===== config.mk =====
export PLATFORM = sky130hd
export DESIGN_NAME = vector_stim_gen
export DESIGN_NICKNAME = d
export VERILOG_FILES = /design/src/rtl/vector_stim_gen.sv
export SDC_FILE = /design/constraint.sdc
export NUM_CORES = 1
export LEC_CHECK = 0
export CAP_MARGIN = 0
export CORE_ASPECT_RATIO = 1.75
export CORE_MARGIN = 2
export CORE_UTILIZATION = 45
export CTS_CLUSTER_DIAMETER = 60
export DETAILED_ROUTE_END_ITERATION = 10
export GPL_TIMING_DRIVEN = 1
export PLACE_DENSITY = 0.7
export SLEW_MARGIN = 20
export SYNTH_ARGS = -nofsm -noshare
export SYNTH_HDL_FRONTEND = slang
export SYNTH_SLANG_ARGS = --single-unit

===== constraint.sdc =====
create_clock -name clk -period 5.65 [get_ports clk]
set_clock_uncertainty 0.05 [all_clocks]
set_input_delay 0.8475 -clock clk [delete_from_list [all_inputs] [get_ports clk]]
set_output_delay 0.8475 -clock clk [all_outputs]
set_load 0.005 [all_outputs]

===== src/rtl/vector_stim_gen.sv =====
// rtl/vector_stim_gen.sv - restartable step sequencer driving the vector block inputs
// Optional feature macro: VECTOR_STIM_LOOP_EN (continuous looping instead of single run).
module vector_stim_gen #(
  parameter int NUM_STEPS = 20,
  parameter int SHIFT_MAX = 12
) (
  input  logic        clk,
  input  logic        rst_n,
  input  logic        start,
  input  logic        abort,
  input  logic        out_ready,
  output logic        out_valid,
  output logic        busy,
  output logic        done,
  output logic [7:0]  step_idx,
  output logic [3:0]  vector_0_in,
  output logic        scala_1_in,
  output logic [12:0] vector_2_in,
  output logic [3:0]  vector_3_in_0,
  output logic [3:0]  vector_3_in_1,
  output logic [3:0]  vector_3_in_2
);

`ifdef VECTOR_STIM_LOOP_EN
  localparam bit LP_LOOP = 1'b1;
`else
  localparam bit LP_LOOP = 1'b0;
`endif

  localparam logic [7:0] LP_LAST      = 8'(NUM_STEPS - 1);
  localparam logic [3:0] LP_SHIFT_MAX = 4'(SHIFT_MAX);

  typedef enum logic [1:0] {S_IDLE, S_RUN, S_DONE} state_t;

  state_t      r_state;
  logic        r_out_valid;
  logic        r_busy;
  logic        r_done;
  logic [7:0]  r_step_idx;
  logic [3:0]  r_vector_0;
  logic        r_scala_1;
  logic [3:0]  r_shift;
  logic [12:0] r_vector_2;
  logic [3:0]  r_vector_3_0;
  logic [3:0]  r_vector_3_1;
  logic [3:0]  r_vector_3_2;

  logic        w_hs;
  logic        w_last;
  logic        w_load0;
  logic        w_step;
  logic [3:0]  w_shift_n;

  assign w_hs    = r_out_valid & out_ready;
  assign w_last  = (r_step_idx == LP_LAST);
  // Step 0 is loaded either by a fresh start or by the wrap of a looping pass.
  assign w_load0 = ((r_state == S_IDLE) && start) || (w_hs && w_last && LP_LOOP);
  assign w_step  = w_hs & ~w_last;
  assign w_shift_n = w_load0 ? 4'd0 :
                     ((r_shift == LP_SHIFT_MAX) ? 4'd0 : r_shift + 4'd1);

  always_ff @(posedge clk or negedge rst_n) begin
    if (!rst_n) begin
      r_state      <= S_IDLE;
      r_out_valid  <= 1'b0;
      r_busy       <= 1'b0;
      r_done       <= 1'b0;
      r_step_idx   <= 8'd0;
      r_vector_0   <= 4'd0;
      r_scala_1    <= 1'b0;
      r_shift      <= 4'd0;
      r_vector_2   <= 13'd0;
      r_vector_3_0 <= 4'd0;
      r_vector_3_1 <= 4'd0;
      r_vector_3_2 <= 4'd0;
    end else if (abort) begin
      r_state      <= S_IDLE;
      r_out_valid  <= 1'b0;
      r_busy       <= 1'b0;
      r_done       <= 1'b0;
      r_step_idx   <= 8'd0;
      r_vector_0   <= 4'd0;
      r_scala_1    <= 1'b0;
      r_shift      <= 4'd0;
      r_vector_2   <= 13'd0;
      r_vector_3_0 <= 4'd0;
      r_vector_3_1 <= 4'd0;
      r_vector_3_2 <= 4'd0;
    end else begin
      if (w_load0 || w_step) begin
        r_step_idx   <= w_load0 ? 8'd0 : r_step_idx + 8'd1;
        r_vector_0   <= w_load0 ? 4'd1 : r_vector_0 + 4'd1;
        r_scala_1    <= w_load0 ? 1'b1 : ~r_scala_1;
        r_shift      <= w_shift_n;
        r_vector_2   <= 13'd1 << w_shift_n;
        r_vector_3_0 <= w_shift_n;
        r_vector_3_1 <= w_shift_n + 4'd1;
        r_vector_3_2 <= w_shift_n + 4'd2;
      end
      case (r_state)
        S_IDLE: begin
          r_done <= 1'b0;
          if (start) begin
            r_state     <= S_RUN;
            r_out_valid <= 1'b1;
            r_busy      <= 1'b1;
          end
        end
        S_RUN: begin
          r_done <= w_hs & w_last;
          if (w_hs && w_last && !LP_LOOP) begin
            r_state     <= S_DONE;
            r_out_valid <= 1'b0;
            r_busy      <= 1'b0;
          end
        end
        S_DONE: begin
          r_done  <= 1'b0;
          r_state <= S_IDLE;
        end
        default: r_state <= S_IDLE;
      endcase
    end
  end

  assign out_valid     = r_out_valid;
  assign busy          = r_busy;
  assign done          = r_done;
  assign step_idx      = r_step_idx;
  assign vector_0_in   = r_vector_0;
  assign scala_1_in    = r_scala_1;
  assign vector_2_in   = r_vector_2;
  assign vector_3_in_0 = r_vector_3_0;
  assign vector_3_in_1 = r_vector_3_1;
  assign vector_3_in_2 = r_vector_3_2;

endmodule


==> results of run 1 <==
cell families (layout without fill, tap and decap cells):
kind of cell / Yosys count / in the layout / share of synthesized area
xor+xnor: 15 / 15 / 0.0637
flops: 41 / 41 / 0.497
fa+ha+maj: 9 / 9 / 0.0546
buf+inv: 17 / 61 / 0.0528
simple gates: 65 / 65 / 0.163
compound gates: 39 / 39 / 0.149
mux: 4 / 4 / 0.0200
how the worst max path moves through the flow:
| stage | from | to | slack, ns | cells after the start |
|---|---|---|---|---|
| 2_1_floorplan | start | vector_3_in_1[2] | 3.29 | 5 |
| 3_3_place_gp | out_ready | vector_3_in_2[1] | 2.58 | 5 |
| 3_5_place_dp | out_ready | vector_3_in_2[1] | 2.60 | 5 |
| 4_1_cts | step_idx[0] | vector_3_in_0[0] | 2.64 | 5 |
| 5_1_grt | step_idx[0] | vector_3_in_2[1] | 2.47 | 5 |
| 6_report | step_idx[0] | vector_3_in_0[0] | 2.66 | 5 |
metal layers:
metal  track usage  wire (um)
met5             0          0
met4        0.0833         91
met3        0.0367        166
met2         0.372       2660
met1         0.233       1790
placed cells by master (no fill, tap or decap), drive strengths merged, types with 3 or more instances in the layout:
cell type and n:
and2 4, a21oi 6, o31ai 13, nor3 3, o2bb2ai 4, clkdlybuf4s50 44, a32o 3, xnor2 8
nor2 17, a22o 3, inv 6, nand3 16, ha 9, clkbuf 7, nand2 11, xor2 7
mux2i 3, dfrtp 41
stage by stage:
step                      hold WS (ns)  instance area, um^2  utilization  std cells  setup WS (ns)
after global routing             0.466                 2610        0.593        285           2.47
final                            0.449                 2610        0.593        285           2.66
after detailed placement         0.425                 2500        0.567        277           2.60
after CTS                        0.456                 2610        0.593        285           2.64
after global placement           0.435                 2500        0.567        277           2.58
after floorplan                  0.429                 2060            -        190           3.29
state kept, by name, indices dropped and copies added (netlist names):
signal,count
vector_2_in,13
step_idx,8
vector_0_in,4
vector_3_in_0,4
vector_3_in_1,4
vector_3_in_2,3
r_state,2
busy,1
done,1
scala_1_in,1
power by group through the flow:
| stage | clock network (uW) | registers [uW] | logic [uW] |
|---|---|---|---|
| 2_1_floorplan | 0 | 314 | 38.2 |
| 3_3_place_gp | 0 | 315 | 67.7 |
| 3_5_place_dp | 0 | 315 | 67.7 |
| 4_1_cts | 250 | 309 | 68.1 |
| 5_1_grt | 263 | 310 | 75.2 |
| 6_report | 244 | 309 | 67.1 |
layout make-up:
class / instances / area share
flip-flops and latches: 41 / 0.393
multi-input cells: 132 / 0.355
repair buffers: 46 / 0.173
clock buffers: 7 / 0.0330
well taps: 51 / 0.0244
clock inverters: 1 / 0.0115
inverters: 7 / 0.0101
==> impl_metrics.csv, run 1 <==
group,metric,value,unit
floorplanning,rows,32,
drt,avgViaCountPerCell,5.59,
cts,postCtsSetupRepairBufs,0,
sta,timing.slew.headroom,0.404,
setup_path,arrival,3.17,ns
pwr,vdd_drop_max,0.222,mV
global_routing,antenna_found_initial,0,
logic_synthesis,synthTopCellsByCount,"dfrtp_1, nor2_1, nand3_1",
logic_synthesis,yosysMostFrequentCell,"dfrtp_1",
setup_path,crit_type,"register to register",
worst_hold_path,hold_path_depth,1,
drt,vias,1594,
logic_synthesis,yosysWarnings,0,
global_routing,grt_pass1_wl,7770,um
setup_path,r2r_start,"step_idx[0]",
cts,numCtsBuffers,5,
sta,fmax,335,MHz
setup_path,r2r_cells,5,
logic_synthesis,syn_area_per_cell,10.9,um^2
final_layout,nets,247,
setup_path,ff2ff_setup_slack,2.66,ns
final_layout,diodes,0,
cts,cts_resized,0,
floorplanning,coreArea,0.00440,mm^2
sta,slew_viol_final,0,
floorplanning,num_io_pins,46,
drt,drc_errors,0,
setup_path,critPathMaxFanout,25,
setup_path,slowest_stage,"and2_1",
logic_synthesis,yosys-top-cells-area,"dfrtp_1, ha_1, o31ai_1, nand3_1, xnor2_1",
pwr,p_leak,0.00110,uW
logic_synthesis,netlist_instances,190,
sta,worst_pin_slew,0.893,ns
outcome,status,"complete, no violations",
sta,fin_crit_sh,0.529,
logic_synthesis,yosys.area.top_type,"dfrtp_1",
logic_synthesis,synth_top_area_share,0.497,
final_layout,fillers,407,
floorplanning,dieHeight,93.6,um
cts,holdBufCountCts,0,
pwr,p_sw,145,uW
drt,drt_iter0_markers,27,
cts,clk_latency,0.29,ns
logic_synthesis,ys_seq_area_frac,0.497,
setup_path,timing.rr.end,"vector_3_in_0[0]",
final_layout,syn_to_final_growth,26.7,%
logic_synthesis,synth_edf_count,0,
logic_synthesis,synth-async-reset-ratio,1.00,
placed_design,portBuffers,45,
cts,root_buffer,"clkbuf_8",
setup_path,cp-end-kind,"register",
cts,cts_sinks,41,
cts,cts_tree,"built",
worst_hold_path,holdPathEnd,"vector_2_in[7]",
logic_synthesis,synth_fp_nets,204,
cts,clk_path_buf_depth,2,
drt,ant_nets,0,
global_routing,grt_max_degree,42,
sta,finalSetupTns,0,ns
sta,rsz0062_at_grt,"no",
floorplanning,dieArea,0.00516,mm^2
worst_hold_path,min_from,"vector_2_in[7]",
pwr,p_clk_frac,0.393,
sta,hold_viol_final,0,
pwr,combPwrFrac,0.108,
worst_hold_path,hp-class,"register to register",
cts,clk_pin_slew,0.08,ns
setup_path,max_stage_delay,0.76,ns
floorplanning,die_x,55.2,um
global_routing,grtUsageTotal,0.209,
placed_design,hpwl,3390,um
final_layout,multi_input_area,928,um^2
drt,drtPass1Iterations,4,
drt,wl_per_cell,16.5,um
logic_synthesis,synth-seq-cells,41,
final_layout,drive_above_1_share,0.0684,
floorplanning,start_util,0.468,
setup_path,path_cells,"ha_1, or4b_4, o21ai_4, and2_1, mux2_2",
pwr,finalPower,620,uW
sta,period_needed,2.99,ns
setup_path,critPathBufInv,0,
setup_path,worst_setup_path_start_kind,"register",
logic_synthesis,synth_flop_cell,"dfrtp_1",
logic_synthesis,synth.distinct_cells,44,
pwr,seqPwrFrac,0.499,
global_routing,overflow,0,
setup_path,worstPathRequired,5.83,ns
global_routing,grt_pass1_vias,1645,
sta,setup_viol,0,
logic_synthesis,synth_area,0.00206,mm^2
pwr,p_per_area,237,mW/mm^2
placed_design,gp_congestion,0.842,
cts,cts_max_level,2,
setup_path,path_delay_family,"simple AND/OR/NAND/NOR gates",
pwr,internal_power,475,uW
pwr,swShare,0.234,
flow_run,drv_cap,0,
final_layout,ff_latch_area,0.00103,mm^2
drt,drt-total-wl,4710,um
Power figures use the tool's default switching activity.
==> inputs of run 2 (changes only) <==
--- a/config.mk
+++ b/config.mk
@@ -12,7 +12,7 @@
 export CTS_CLUSTER_DIAMETER = 60
 export DETAILED_ROUTE_END_ITERATION = 10
 export GPL_TIMING_DRIVEN = 1
-export PLACE_DENSITY = 0.7
+export PLACE_DENSITY = 0.72
 export SLEW_MARGIN = 20
 export SYNTH_ARGS = -nofsm -noshare
 export SYNTH_HDL_FRONTEND = slang
==> constraint.sdc (replaced) <==
create_clock -name clk -period 2.65 [get_ports clk]
set_clock_uncertainty 0.05 [all_clocks]
set_input_delay 0.3975 -clock clk [delete_from_list [all_inputs] [get_ports clk]]
set_output_delay 0.3975 -clock clk [all_outputs]
set_load 0.005 [all_outputs]
==> impl_metrics.csv, run 2 (synthesized netlist as in run 1, its figures left out) <==
group,metric,value,unit
final_layout,layout_commonest_cell,"clkdlybuf4s50_1",
setup_path,cp-end-kind,"register",
setup_path,ff2ff_setup_slack,0.39,ns
placed_design,place_inst,282,
sta,finalSetupTns,0,ns
setup_path,arrival,2.41,ns
setup_path,r2r_cells,6,
cts,root_buffer,"clkbuf_8",
pwr,p_leak,0.00111,uW
floorplanning,rows,32,
setup_path,cp-startpoint,"start",
final_layout,multi_input_area,928,um^2
worst_hold_path,hp-class,"input pin to async pin",
global_routing,grt_max_degree,42,
drt,drtPass1Iterations,4,
global_routing,grt_pass1_vias,1695,
setup_path,worst_setup_path_start_kind,"input pin",
setup_path,r2r_start,"step_idx[0]",
setup_path,path_cells,"clkdlybuf4s50_1, or3b_2, nand2_1, nor2_1, ha_1, ha_1, o31ai_1",
global_routing,grtUsageTotal,0.215,
final_layout,final_cell_mix,"clkdlybuf4s50_1, dfrtp_1, nor2_1, nand3_1, o31ai_1",
placed_design,portBuffers,45,
drt,vias,1657,
setup_path,critPathBufInv,1,
floorplanning,num_io_pins,46,
drt,drc_errors,0,
outcome,status,"complete, no violations",
final_layout,syn_to_final_growth,27.0,%
cts,cts_max_level,2,
pwr,finalPower,1190,uW
global_routing,antenna_found_initial,0,
floorplanning,dieHeight,93.6,um
sta,hold_viol_final,0,
setup_path,slowest_stage,"or3b_2",
global_routing,grt_pass1_wl,8000,um
pwr,p_per_area,455,mW/mm^2
drt,drt-total-wl,4830,um
setup_path,crit_type,"input pin to register",
final_layout,ff_latch_area,0.00103,mm^2
drt,ant_nets,0,
pwr,vdd_drop_max,0.416,mV
cts,cts_sinks,41,
cts,postCtsSetupRepairBufs,0,
setup_path,path_delay_family,"simple AND/OR/NAND/NOR gates",
sta,rsz0062_at_grt,"no",
final_layout,final_area,0.00262,mm^2
sta,worst_pin_slew,0.912,ns
cts,clk_path_buf_depth,2,
cts,cts_tree,"built",
floorplanning,coreArea,0.00440,mm^2
final_layout,diodes,0,
drt,drt_iter0_markers,46,
sta,fmax,443,MHz
cts,holdBufCountCts,0,
global_routing,overflow,0,
floorplanning,start_util,0.468,
cts,numCtsBuffers,5,
cts,clk_latency,0.29,ns
final_layout,finalNonFillerCells,288,
setup_path,cp_common_cell,"ha_1",
sta,slew_viol_final,0,
floorplanning,die_x,55.2,um
cts,cts_resized,0,
setup_path,max_stage_delay,0.53,ns
final_layout,drive_above_1_share,0.0844,
cts,clk_pin_slew,0.08,ns
setup_path,critPathMaxFanout,6,
final_layout,nets,252,
final_layout,fillers,395,
floorplanning,dieArea,0.00516,mm^2
placed_design,gp_congestion,0.896,
sta,holdWs,0.175,ns
drt,avgViaCountPerCell,5.75,
placed_design,place_area,0.00255,mm^2
sta,setup_viol,0,
flow_run,drv_cap,0,
final_layout,largest_reg_flops,13,
placed_design,hpwl,3590,um
sta,timing.slew.headroom,0.392,
setup_path,timing.rr.end,"vector_2_in[2]",
setup_path,worstPathRequired,2.80,ns
drt,wl_per_cell,16.8,um
sta,fin_crit_sh,0.852,
sta,period_needed,2.26,ns
==> run 2: cell count changes in the layout (fill, tap and decap cells not counted), sizes merged <==
cell,before,now
clkbuf,7,5
clkinv,1,2
buf,2,7
bufinv,1,0
==> run 2: layout make-up <==
cell class | instances | share of cell area
sequential | 41 | 0.391
multi-input combinational | 132 | 0.354
clock inverter | 1 | 0.00191
tap | 51 | 0.0243
timing repair buffer | 51 | 0.192
inverter | 7 | 0.0100
clock buffer | 5 | 0.0263
==> run 2: how the worst max path moves through the flow <==
stage / endpoint / slack (ns) / cells past startpoint
global placement: vector_3_in_1[2] / 0.13 / 7
CTS: vector_3_in_1[2] / 0.39 / 7
floorplan: busy / 0.65 / 5
finish: vector_3_in_1[2] / 0.39 / 7
detailed placement: vector_3_in_1[2] / 0.06 / 7
global route: vector_3_in_1[2] / 0.25 / 7
==> run 2: metrics by stage <==
| stage | utilization | setup slack (ns) |
|---|---|---|
| global placement | 0.578 | 0.131 |
| finish | 0.595 | 0.391 |
| CTS | 0.595 | 0.387 |
| detailed placement | 0.578 | 0.0589 |
| floorplan | - | 0.654 |
| global route | 0.595 | 0.250 |
==> run 2: layer usage <==
metal / global-route usage / part of all wire / wire, um
met1: 0.260 / 0.38 / 1820
met2: 0.359 / 0.55 / 2650
met3: 0.0367 / 0.042 / 202
met4: 0.0955 / 0.032 / 153
met5: 0 / 0 / 0
==> run 2: power breakdown <==
group | internal, uW | switching (uW) | total [uW]
Sequential | 643 | 16.8 | 660
Combinational | 70.8 | 84.0 | 155
Clock | 173 | 205 | 378
